[config.mk]
export PLATFORM = sky130hd
export DESIGN_NAME = uart_resp_frame_tx_flat
export DESIGN_NICKNAME = d
export VERILOG_FILES = /design/src/rtl/uart_resp_frame_tx_if.sv /design/src/rtl/uart_resp_frame_tx.sv /design/src/flat_wrapper.sv
export SDC_FILE = /design/constraint.sdc
export NUM_CORES = 1
export LEC_CHECK = 0
export ABC_AREA = 0
export BUFFER_PORTS_ARGS = -buffer_cell sky130_fd_sc_hd__buf_2
export CORE_AREA = 10 10 102 113
export CTS_CLUSTER_DIAMETER = 60
export DETAILED_ROUTE_END_ITERATION = 7
export DIE_AREA = 0 0 112 123
export PLACE_DENSITY = 0.7
export SKIP_CTS_REPAIR_TIMING = 1
export SYNTH_ARGS = -nofsm -noshare
export SYNTH_HDL_FRONTEND = slang
export SYNTH_SLANG_ARGS = --single-unit
[constraint.sdc]
create_clock -name sys_clk -period 5.6 [get_ports sys_clk]
set_input_delay 0.56 -clock sys_clk [delete_from_list [all_inputs] [get_ports sys_clk]]
set_output_delay 0.56 -clock sys_clk [all_outputs]
set_load 0.02 [all_outputs]
[src/rtl/uart_resp_frame_tx_if.sv]
// Response-record handshake between the command parser (master) and the
// response framer (slave). One record is transferred per valid&&ready edge.
interface uart_resp_frame_tx_if;
    logic        resp_valid;
    logic        resp_ready;
    logic [7:0]  resp_func;
    logic [7:0]  resp_ch;
    logic [7:0]  resp_status;
    logic [31:0] resp_data;

    modport master (
        output resp_valid,
        output resp_func,
        output resp_ch,
        output resp_status,
        output resp_data,
        input  resp_ready
    );

    modport slave (
        input  resp_valid,
        input  resp_func,
        input  resp_ch,
        input  resp_status,
        input  resp_data,
        output resp_ready
    );
endinterface

[src/rtl/uart_resp_frame_tx.sv]
// Response framer + 8N1 UART transmitter: latches one record and sends
// HEADER func ch status d[31:24] d[23:16] d[15:8] d[7:0] crc8 FOOTER, LSB first.
module uart_resp_frame_tx #(
    parameter int         CLK_FREQ = 50_000_000,
    parameter int         UART_BPS = 115200,
    parameter logic [7:0] HEADER   = 8'h55,
    parameter logic [7:0] FOOTER   = 8'hAA,
    parameter int         GAP_BITS = 1
) (
    input  logic                 sys_clk,
    input  logic                 sys_rst,
    uart_resp_frame_tx_if.slave  resp,
    output logic                 uart_txd,
    output logic                 tx_busy,
    output logic                 frame_done
);
    localparam int BAUD_CNT = CLK_FREQ / UART_BPS;
    localparam int BAUD_W   = (BAUD_CNT > 1) ? $clog2(BAUD_CNT) : 1;
    localparam int BIT_W    = (GAP_BITS > 8) ? $clog2(GAP_BITS) : 3;
    localparam logic [BAUD_W-1:0] BAUD_LAST = BAUD_W'(BAUD_CNT - 1);
    localparam logic [BIT_W-1:0]  DATA_LAST = BIT_W'(7);
    localparam logic [BIT_W-1:0]  GAP_LAST  = BIT_W'(GAP_BITS - 1);
    localparam logic [3:0]        LAST_IDX  = 4'd9;

    typedef enum logic [2:0] {
        S_IDLE,
        S_LOAD,
        S_START,
        S_DATA,
        S_STOP,
        S_GAP
    } state_t;

    state_t              state;
    state_t              next_state;
    logic [BAUD_W-1:0]   baud_cnt;
    logic [BIT_W-1:0]    bit_cnt;
    logic [3:0]          byte_idx;
    logic [7:0]          shift_reg;
    logic [7:0]          crc;
    logic [7:0]          func_q;
    logic [7:0]          ch_q;
    logic [7:0]          status_q;
    logic [31:0]         data_q;
    logic [7:0]          cur_byte;
    logic                accept;
    logic                baud_wrap;
    logic                data_last;
    logic                gap_last;
    logic                crc_covered;

    function automatic logic [7:0] crc8_update(input logic [7:0] crc_in, input logic [7:0] din);
        logic [7:0] c;
        c = crc_in ^ din;
        for (int i = 0; i < 8; i++) begin
            c = c[7] ? ({c[6:0], 1'b0} ^ 8'h07) : {c[6:0], 1'b0};
        end
        return c;
    endfunction

    assign resp.resp_ready = ~tx_busy & ~sys_rst;
    assign accept          = resp.resp_valid & resp.resp_ready & (state == S_IDLE);
    assign baud_wrap       = (baud_cnt == BAUD_LAST);
    assign data_last       = (bit_cnt == DATA_LAST);
    assign gap_last        = (bit_cnt == GAP_LAST);
    assign crc_covered     = (byte_idx >= 4'd1) && (byte_idx <= 4'd7);

    always_comb begin
        cur_byte = FOOTER;
        case (byte_idx)
            4'd0: cur_byte = HEADER;
            4'd1: cur_byte = func_q;
            4'd2: cur_byte = ch_q;
            4'd3: cur_byte = status_q;
            4'd4: cur_byte = data_q[31:24];
            4'd5: cur_byte = data_q[23:16];
            4'd6: cur_byte = data_q[15:8];
            4'd7: cur_byte = data_q[7:0];
            4'd8: cur_byte = crc;
            default: cur_byte = FOOTER;
        endcase
    end

    always_ff @(posedge sys_clk) begin
        if (sys_rst) begin
            state <= S_IDLE;
        end else begin
            state <= next_state;
        end
    end

    always_comb begin
        next_state = state;
        case (state)
            S_IDLE:  if (accept) next_state = S_LOAD;
            S_LOAD:  next_state = S_START;
            S_START: if (baud_wrap) next_state = S_DATA;
            S_DATA:  if (baud_wrap && data_last) next_state = S_STOP;
            S_STOP:  if (baud_wrap) next_state = (byte_idx == LAST_IDX) ? S_GAP : S_LOAD;
            S_GAP:   if (baud_wrap && gap_last) next_state = S_IDLE;
            default: next_state = S_IDLE;
        endcase
    end

    // uart_txd is registered from the current state, so the line lags the FSM by
    // one clock; that lag is what puts the start-bit edge two clocks after accept.
    always_ff @(posedge sys_clk) begin
        if (sys_rst) begin
            baud_cnt   <= '0;
            bit_cnt    <= '0;
            byte_idx   <= '0;
            shift_reg  <= '0;
            crc        <= '0;
            func_q     <= '0;
            ch_q       <= '0;
            status_q   <= '0;
            data_q     <= '0;
            uart_txd   <= 1'b1;
            tx_busy    <= 1'b0;
            frame_done <= 1'b0;
        end else begin
            frame_done <= (state == S_STOP) && baud_wrap && (byte_idx == LAST_IDX);

            if (accept) begin
                func_q   <= resp.resp_func;
                ch_q     <= resp.resp_ch;
                status_q <= resp.resp_status;
                data_q   <= resp.resp_data;
                crc      <= '0;
                byte_idx <= '0;
                tx_busy  <= 1'b1;
            end

            case (state)
                S_START, S_DATA, S_STOP, S_GAP: baud_cnt <= baud_wrap ? '0 : baud_cnt + 1'b1;
                default:                        baud_cnt <= '0;
            endcase

            case (state)
                S_DATA:  if (baud_wrap) bit_cnt <= data_last ? '0 : bit_cnt + 1'b1;
                S_GAP:   if (baud_wrap) bit_cnt <= gap_last ? '0 : bit_cnt + 1'b1;
                default: bit_cnt <= '0;
            endcase

            if (state == S_LOAD) begin
                shift_reg <= cur_byte;
                if (crc_covered) begin
                    crc <= crc8_update(crc, cur_byte);
                end
            end else if (state == S_DATA && baud_wrap) begin
                shift_reg <= {1'b0, shift_reg[7:1]};
            end

            if (state == S_STOP && baud_wrap && byte_idx != LAST_IDX) begin
                byte_idx <= byte_idx + 4'd1;
            end

            if (state == S_GAP && baud_wrap && gap_last) begin
                tx_busy <= 1'b0;
            end

            case (state)
                S_START: uart_txd <= 1'b0;
                S_DATA:  uart_txd <= shift_reg[0];
                default: uart_txd <= 1'b1;
            endcase
        end
    end
endmodule

[src/flat_wrapper.sv]
// flat-port wrapper written by rule: the top's interface ports become plain ports
module uart_resp_frame_tx_flat 
#(
    parameter int         CLK_FREQ = 50_000_000,
    parameter int         UART_BPS = 115200,
    parameter logic [7:0] HEADER   = 8'h55,
    parameter logic [7:0] FOOTER   = 8'hAA,
    parameter int         GAP_BITS = 1
)
  (sys_clk, sys_rst, uart_txd, tx_busy, frame_done, resp_resp_valid, resp_resp_func, resp_resp_ch, resp_resp_status, resp_resp_data, resp_resp_ready);
  uart_resp_frame_tx_if resp_i ();
  input  logic sys_clk;
  input  logic sys_rst;
  output logic uart_txd;
  output logic tx_busy;
  output logic frame_done;
  input wire logic [$bits(resp_i.resp_valid)-1:0] resp_resp_valid;
  input wire logic [$bits(resp_i.resp_func)-1:0] resp_resp_func;
  input wire logic [$bits(resp_i.resp_ch)-1:0] resp_resp_ch;
  input wire logic [$bits(resp_i.resp_status)-1:0] resp_resp_status;
  input wire logic [$bits(resp_i.resp_data)-1:0] resp_resp_data;
  output wire logic [$bits(resp_i.resp_ready)-1:0] resp_resp_ready;
  assign resp_i.resp_valid = resp_resp_valid;
  assign resp_i.resp_func = resp_resp_func;
  assign resp_i.resp_ch = resp_resp_ch;
  assign resp_i.resp_status = resp_resp_status;
  assign resp_i.resp_data = resp_resp_data;
  assign resp_resp_ready = resp_i.resp_ready;
  uart_resp_frame_tx #(.CLK_FREQ(CLK_FREQ), .UART_BPS(UART_BPS), .HEADER(HEADER), .FOOTER(FOOTER), .GAP_BITS(GAP_BITS)) u_core (.sys_clk(sys_clk), .sys_rst(sys_rst), .resp(resp_i), .uart_txd(uart_txd), .tx_busy(tx_busy), .frame_done(frame_done));
endmodule
==> impl_metrics.ini, run 1 <==
[pwr]
ir_worst_vdd_v = 0.0001325
p_per_area_nw_per_um2 = 262.7
leakage_nw = 1.831
totalPowerFinal_mw = 1.329

[cts]
clock_sinks = 94
root_buffer = clkbuf_8
h-tree-depth = 3
clockBufferDepth = 2
cts_buffers = 9
cts_tree = done
clkTransAtPathRegs_ps = 90
clk_latency_ps = 360

[synth]
synth_edf_count = 0
synth.avg_cell_area_um2 = 8.134
ys.flop_type = dfxtp_1
syn_area_um2 = 4531
syn-instance-count = 557
yosysUniqueCellTypes = 52
ys_warn_count = 0
synth_nets = 626
async_flop_share_pct = 0
ys_seq_area_share_pct = 41.54
synth_seq_cells = 94

[sta]
final_hold_viol_count = 0
relSlewSlack_pct = 29.32
setup_viol = 0
period_share_pct = 54.22
tightest_slew_ps = 1056
clock_skew_ps = 6.159
rsz0062_at_grt = false
fin_setup_tns_ps = 0
max_freq_ghz = 0.3293
fin_crit_ps = 3037
setup_ws_ps = 2563
report.final.slew_viol_count = 0

[drt]
wl_um = 10950
m1WireLength_um = 4953
drcViolationCount = 0
wire_per_inst_um = 15.31
drtIter0Drc = 279
first_pass_iters = 4
vias = 3891
wl_met3_um = 424
highest_layer = met4
dr_wl_met2_um = 5401
via_per_inst = 5.442
ant_nets = 0

[worst_setup_path]
slowest_delay_ps = 690
cp_cell_sequence = inv_1 > ha_1 > nor4_4 > a2bb2oi_4 > nor4_2 > xnor2_1 > xor2_1 > xnor2_1 > o2111ai_1 > o211ai_1
worst-path-buf-inv = 1
crit_family = adder cells
required_ps = 5890
worstPathArrival_ps = 3330
critPathKind = reg -> reg
cp_max_fo = 19
cp-start-kind = flip-flop
critPathCaptureType = flip-flop
slowest_stage = ha_1
crit_top_cell = xnor2_1

[min_path]
holdCritPathClass = in -> reg

[grt]
gr-total-overflow = 0
grt_pass1_wl_um = 17840
grt_usage_pct = 15.48
grt_antenna_before_repair = 0
grt_max_degree = 80
grt_pass1_vias = 3715

[layout]
layout-drive-gt1-share_pct = 16.56
final_nets = 662
largest-register = u_core.data_q
largest_register_ffs = 32
final_cell_area_um2 = 5059
fin_cells = 715
num_antenna_cells = 0
top_regs = u_core.data_q x32, u_core.baud_cnt x9
synthToLayoutAreaGrowth_pct = 11.65

[placement]
dp.cells = 699
port_buffers = 62
hpwl_um = 7844
place_ws_ps = 2310
gp_congestion = 0.8434
placed_cell_area_um2 = 4837

[die]
initial_utilization_pct = 49.18
die_area_um2 = 13780
die_w_um = 112
die_h_um = 123
top_level_ports = 63
coreArea_um2 = 9213
rows = 37

[outcome]
status = complete, no violations

[job]
maxCapViolCount = 0
## synth_stat cells, types with 6 or more instances
master    number  area, µm²
nand2_1      136      510.5
dfxtp_1       94       1882
a21oi_1       77      385.4
nor2_1        39      146.4
clkbuf_1      24      90.09
xnor2_1       18      157.7
a211oi_1      16      120.1
nand3_1       12      60.06
ha_1          10      125.1
buf_2          9      45.04
inv_1          9      33.78
a22o_1         7      61.31
a22oi_1        7      52.55
nor3_1         7      35.03
xor2_1         7      61.31
mux2_2         6      67.56
mux2i_1        6      60.06
## cell type report
type | count | area, µm²
clock buffers | 10 | 137.6
clock inverters | 6 | 83.83
fillers | 858 | 4154
inverters | 9 | 33.78
multi-input cells | 415 | 2450
flip-flops and latches | 94 | 1882
well taps | 117 | 146.4
repair buffers | 64 | 325.3
## metrics by stage
step	hold WS, ps	util, %
2_1_floorplan	434.2	-
3_3_place_gp	443.1	52.51
3_5_place_dp	444.9	52.51
4_1_cts	405.6	54.91
5_1_grt	407.2	54.91
6_report	419.9	54.91
## power by group
part	switching, mW	internal (mW)	total (mW)
clock network	0.236	0.263	0.499
registers	0.0204	0.697	0.718
logic	0.0674	0.0449	0.112
## logic make-up (layout without fill, tap and decap cells)
logic type / after synthesis / after routing / synth area share (%)
AND/OR/NAND/NOR: 226 / 226 / 22.01
AO/OA/AOI/OAI: 138 / 138 / 20.13
flip-flops: 94 / 94 / 41.54
buffers and inverters: 48 / 89 / 4.474
XOR/XNOR: 29 / 29 / 6.269
multiplexers: 12 / 12 / 2.817
adder cells (fa/ha/maj): 10 / 10 / 2.762
## worst reg2reg max path, cell delays in order, from the launching register on
cell and delay [ps]:
dfxtp_1 370, inv_1 110, ha_1 690, nor4_4 130, a2bb2oi_4 210, nor4_2 530, xnor2_1 240, xor2_1 230
xnor2_1 170, o2111ai_1 140, o211ai_1 130
## layer usage
metal / up-vias / global-route usage (%)
li1: 1995 / -
met1: 1805 / 18.60
met2: 79 / 26.68
met3: 12 / 3.440
met4: 0 / 5.714
met5: - / 0
## worst paths after layout
path | startpoint | to | slack, ps | depth (start not counted)
worst max-delay path | u_core.byte_idx[1] | u_core.crc[2] | 2560 | 10
worst min-delay path | resp_resp_data[22] | u_core.data_q[22] | 420 | 3
worst max register to register | u_core.byte_idx[1] | u_core.crc[2] | 2560 | 10
worst min register to register | u_core.status_q[3] | u_core.status_q[3] | 460 | 2
## placed cells by master, fill, tap and decap left out, types with 3 or more instances in the layout
master | netlist | routed
ha_1 | 10 | 10
mux2_2 | 6 | 6
mux2i_1 | 6 | 6
a222oi_1 | 4 | 4
nor2_1 | 39 | 39
nor2b_1 | 5 | 5
clkbuf_8 | 0 | 10
dfxtp_1 | 94 | 94
inv_1 | 9 | 9
xnor2_1 | 18 | 18
nor3_1 | 7 | 7
xnor2_2 | 4 | 4
a21oi_1 | 77 | 77
a22o_1 | 7 | 7
o21ai_0 | 3 | 3
nand2b_1 | 5 | 5
nand3b_1 | 5 | 5
xor2_1 | 7 | 7
buf_2 | 9 | 62
a211oi_1 | 16 | 16
a22oi_1 | 7 | 7
clkinv_2 | 0 | 3
nand2_1 | 136 | 135
nand3_1 | 12 | 12
o22ai_1 | 5 | 5
and3_1 | 4 | 4
Power figures use the tool's default switching activity.
==> inputs of run 2 (changes only) <==
- PLACE_DENSITY: 0.7 -> 0.73
- clock period: 5.6 -> 2.5 ns (I/O delays scaled with it)
==> run 2 against run 1 <==
  * Final cell count grew 8.3%
  * Critical path depth increased by 1
  * Clock-buffer cell count rose by 2
  * Non-clock buffer count increased by 59
  * Die area is the same
  * First-iteration DRC count down 22%
  * Power is 110% higher
  * Critical path type unchanged
==> impl_metrics.ini, run 2 (synthesized netlist as in run 1, its figures left out) <==
[min_path]
whs_endpoint = u_core.data_q[9]
hold_depth = 3
holdCritPathClass = in -> reg
min_from = resp_resp_data[9]

[pwr]
ir_worst_vdd_v = 0.0003788
pwr-share-comb_pct = 9.5
totalPowerFinal_mw = 2.828
p_per_area_nw_per_um2 = 492.4
seq_power_share_pct = 57.0
leakage_nw = 2.183
p_clk_share_pct = 33.5
p_switching_mw = 0.7600
switching_share_pct = 26.88
intPower_mw = 2.068

[sta]
hold-worst-slack_ps = 98.37
tightest_slew_ps = 605.4
setup_viol = 0
period_share_pct = 98.70
clock_skew_ps = 9.333
final_hold_viol_count = 0
relSlewSlack_pct = 59.56
report.final.slew_viol_count = 0
fin_crit_ps = 2468
max_freq_ghz = 0.4053

[drt]
wl_met3_um = 552
m1WireLength_um = 5181
wire_per_inst_um = 16.25
wl_um = 12580
drtIter0Drc = 219
vias = 4252
via_per_inst = 5.494
ant_nets = 0
first_pass_iters = 5
drcViolationCount = 0
dr_wl_met2_um = 6473
highest_layer = met4

[worst_setup_path]
r2r_start = u_core.byte_idx[1]
worstPathArrival_ps = 2740
required_ps = 2770
ff2ff_path_depth = 11
critPathCaptureType = flip-flop
critPathKind = reg -> reg
reg2reg_slack_ps = 30
r2r_end = u_core.crc[6]
cp-start-kind = flip-flop
cp_max_fo = 11

[grt]
gr-total-overflow = 0
grt_antenna_before_repair = 0
grt_pass1_vias = 4191
grt_pass1_wl_um = 19800
grt_max_degree = 50
grt_usage_pct = 17.36

[cts]
root_buffer = clkbuf_8
clk_latency_ps = 380
clock_sinks = 94
clockBufferDepth = 2
clkTransAtPathRegs_ps = 90
h-tree-depth = 3
cts_tree = done
cts_buffers = 9

[outcome]
status = complete, no violations

[layout]
final_common_cell = nand2_1
layout-drive-gt1-share_pct = 28.92
synthToLayoutAreaGrowth_pct = 26.76
fin_cells = 774
num_antenna_cells = 0
num-fill-cells = 778
top_regs = u_core.data_q x32, u_core.baud_cnt x9
final_cell_area_um2 = 5743
final_nets = 721
layout_common_cells = nand2_1, dfxtp_1, a21oi_1, buf_2, buf_4
largest-register = u_core.data_q
largest_register_ffs = 32

[placement]
dp.cells = 748
gp_congestion = 0.9402
placed_cell_area_um2 = 5205
hpwl_um = 9240
port_buffers = 62

[die]
rows = 37
die_area_um2 = 13780
initial_utilization_pct = 49.18
die_h_um = 123
coreArea_um2 = 9213
die_w_um = 112
top_level_ports = 63

[job]
maxCapViolCount = 0
==> run 2: cell types whose count changed in the layout (fill, tap and decap cells not counted), sizes merged <==
cell | previous run | this run
buf | 64 | 123
bufinv | 2 | 0
clkbuf | 10 | 12
clkinv | 3 | 1
clkinvlp | 0 | 1
inv | 10 | 11
==> run 2: worst max-delay path by stage <==
stage | from | slack (ps) | depth (start not counted) | endpoint
6_report | u_core.byte_idx[1] | 30 | 11 | u_core.crc[6]
5_1_grt | u_core.byte_idx[1] | -60 | 11 | u_core.crc[6]
4_1_cts | u_core.byte_idx[0] | -230 | 12 | u_core.crc[2]
3_5_place_dp | u_core.byte_idx[0] | -220 | 12 | u_core.crc[2]
3_3_place_gp | u_core.byte_idx[0] | -160 | 12 | u_core.crc[2]
2_1_floorplan | u_core.byte_idx[0] | 50 | 10 | u_core.crc[6]
==> run 2: per-stage QoR <==
step	setup slack [ps]	util [%]	setup TNS, ps
2_1_floorplan	48.61	-	0
3_3_place_gp	-163.1	56.50	-567.4
3_5_place_dp	-219.3	56.50	-1348
4_1_cts	-233.0	58.40	-1458
5_1_grt	-64.60	62.34	-162.3
6_report	32.43	62.34	0
==> run 2: cell type report <==
class	count	area [µm²]	area share, %
Clock buffer	12	145.1	2.527
Tap cell	117	146.4	2.549
Clock inverter	4	30.03	0.5229
Sequential cell	94	1892	32.94
Timing Repair Buffer	123	794.5	13.83
Multi-Input combinational cell	415	2696	46.95
Inverter	9	38.79	0.6754
==> run 2: power groups by stage <==
stage / registers [mW] / clock network (mW) / logic, mW
6_report: 1.61 / 0.948 / 0.269
5_1_grt: 1.62 / 1.03 / 0.307
2_1_floorplan: 1.63 / 0 / 0.177
4_1_cts: 1.61 / 0.956 / 0.268
3_3_place_gp: 1.65 / 0 / 0.259
3_5_place_dp: 1.65 / 0 / 0.267
==> run 2: worst max-delay path, cell delays in order, from the launching register on <==
cell	delay (ps)
dfxtp_4	380
inv_4	50
ha_4	180
buf_6	150
a22o_1	240
a2111oi_2	320
a211oi_1	130
a21o_1	220
xor2_2	260
buf_4	170
xnor2_1	50
a22o_1	190
==> run 2: metal layers <==
metal,vias to the layer above,global-route usage (%)
met4,0,9.206
met2,128,29.88
li1,2104,-
met1,1991,19.39
met5,-,0
met3,29,4.651
==> inputs of run 3 (changes only) <==
- CORE_AREA: 10 10 102 113 -> 10 10 100 111
- DIE_AREA: 0 0 112 123 -> 0 0 110 121
- PLACE_DENSITY: 0.73 -> 0.75
==> run 3 against run 2 <==
  * First-iteration DRC count rose by 48%
  * Final cell count shrank 2.1%
  * Global-route usage increased by 0.55 points
  * Sequential power hardly changed
  * Hold slack got worse by 1.0 ps
  * Critical path depth unchanged
  * Sequential share of layout area grew 0.47 points
  * Setup slack lost 29 ps
  * Via count is 0.63% lower
  * Clock skew about the same
  * Clock-buffer cell count shrank 2
  * Wire length down 0.42%
==> impl_metrics.ini, run 3 (synthesized netlist as in run 1, its figures left out) <==
[outcome]
status = complete, no violations

[worst_setup_path]
required_ps = 2800
cp_cell_sequence = buf_4 > ha_4 > buf_4 > a22o_1 > a221oi_4 > xnor2_2 > xnor2_2 > buf_4 > xnor2_2 > o2111ai_1 > o211ai_1
crit_family = compound AO/OA/AOI/OAI gates
worst-path-buf-inv = 3
critPathKind = reg -> reg
slowest_stage = a221oi_4
critPathCaptureType = flip-flop
slowest_delay_ps = 360
cp_max_fo = 11
worstPathArrival_ps = 2790
cp-start-kind = flip-flop

[sta]
relSlewSlack_pct = 47.26
setup_ws_ps = 3.571
period_share_pct = 99.86
final_hold_viol_count = 0
report.final.slew_viol_count = 0
fin_crit_ps = 2496
clock_skew_ps = 9.702
fin_setup_tns_ps = 0
tightest_slew_ps = 791.1
max_freq_ghz = 0.4006
setup_viol = 0

[die]
top_level_ports = 63
die_area_um2 = 13310
initial_utilization_pct = 51.58
rows = 36
die_w_um = 110
coreArea_um2 = 8783
die_h_um = 121

[layout]
synthToLayoutAreaGrowth_pct = 24.83
layout-drive-gt1-share_pct = 26.40
top_regs = u_core.data_q x32, u_core.baud_cnt x9
final_common_cell = nand2_1
largest-register = u_core.data_q
fin_cells = 758
largest_register_ffs = 32
final_nets = 708
final_cell_area_um2 = 5655
num_antenna_cells = 0
layout_common_cells = nand2_1, dfxtp_1, a21oi_1, buf_2, buf_4
utilization_pct = 64.39

[placement]
dp.cells = 733
place_ws_ps = -176.8
hpwl_um = 8843
gp_congestion = 0.9679
placed_cell_area_um2 = 5111
port_buffers = 62

[grt]
grt_util_met3_pct = 4.888
grt_usage_pct = 17.90
grt.met2_usage_pct = 29.86
grt-busiest-layer = met2
grt_pass1_vias = 4118
grt_antenna_before_repair = 0
grt_use_met1_pct = 21.06
grt_pass1_wl_um = 19210
gr-total-overflow = 0
grt_max_degree = 79

[pwr]
leakage_nw = 2.139
ir_worst_vdd_v = 0.0003588
p_per_area_nw_per_um2 = 566.9

[drt]
via_per_inst = 5.574
vias = 4225
first_pass_iters = 5
ant_nets = 0
drtIter0Drc = 324
drcViolationCount = 0
wire_per_inst_um = 16.53
wl_um = 12530

[cts]
clkTransAtPathRegs_ps = 90
clk_latency_ps = 380
clockBufferDepth = 2
clock_sinks = 94
cts_buffers = 9
root_buffer = clkbuf_8
h-tree-depth = 3
cts_tree = done

[job]
maxCapViolCount = 0

[min_path]
holdCritPathClass = in -> reg
## run 3: cell count changes in the layout (fill, tap and decap cells not counted), moves of 3 or more
cell	delta
buf_4	-9
xnor2_1	+3
buf_6	-5
bufinv_16	+4
xnor2_2	-3
## run 3: area by class of cell
type | instances | area, µm²
Sequential cell | 94 | 1889
Clock inverter | 6 | 132.6
Inverter | 9 | 40.04
Multi-Input combinational cell | 415 | 2628
Timing Repair Buffer | 110 | 685.7
Fill cell | 744 | 3128
Tap cell | 114 | 142.6
Clock buffer | 10 | 137.6
## run 3: power by group
| group | total (mW) | switching, mW | internal [mW] |
|---|---|---|---|
| logic | 0.279 | 0.164 | 0.115 |
| clock network | 1.32 | 0.531 | 0.790 |
| registers | 1.61 | 0.0457 | 1.56 |
| total | 3.21 | 0.740 | 2.47 |
## run 3: worst register-to-register path: cells and delay by family (launching register included)
family,cells,cell delay [ps]
compound gates,4,920
xor+xnor,3,480
buf+inv,3,460
flops,1,350
fa+ha+maj,1,200
## run 3: metrics by stage
step / hold slack, ps / power (mW)
6_report: 97.32 / 3.206
5_1_grt: 89.14 / 3.350
4_1_cts: 89.22 / 3.222
3_5_place_dp: 451.7 / 1.918
3_3_place_gp: 444.3 / 1.910
2_1_floorplan: 386.0 / 1.803
## run 3: routing by layer
layer | part of all wire, % | routed length, µm
met5 | 0 | 0
met4 | 2.7 | 338
met3 | 5.2 | 648
met2 | 51 | 6360
met1 | 41 | 5182
## run 3: worst paths after layout
kind	start	endpoint	slack [ps]	cells after the start
max	u_core.byte_idx[1]	u_core.crc[2]	4	11
min	resp_resp_data[9]	u_core.data_q[9]	100	3
max reg2reg	u_core.byte_idx[1]	u_core.crc[2]	4	11
min reg2reg	u_core.status_q[6]	u_core.status_q[6]	460	2
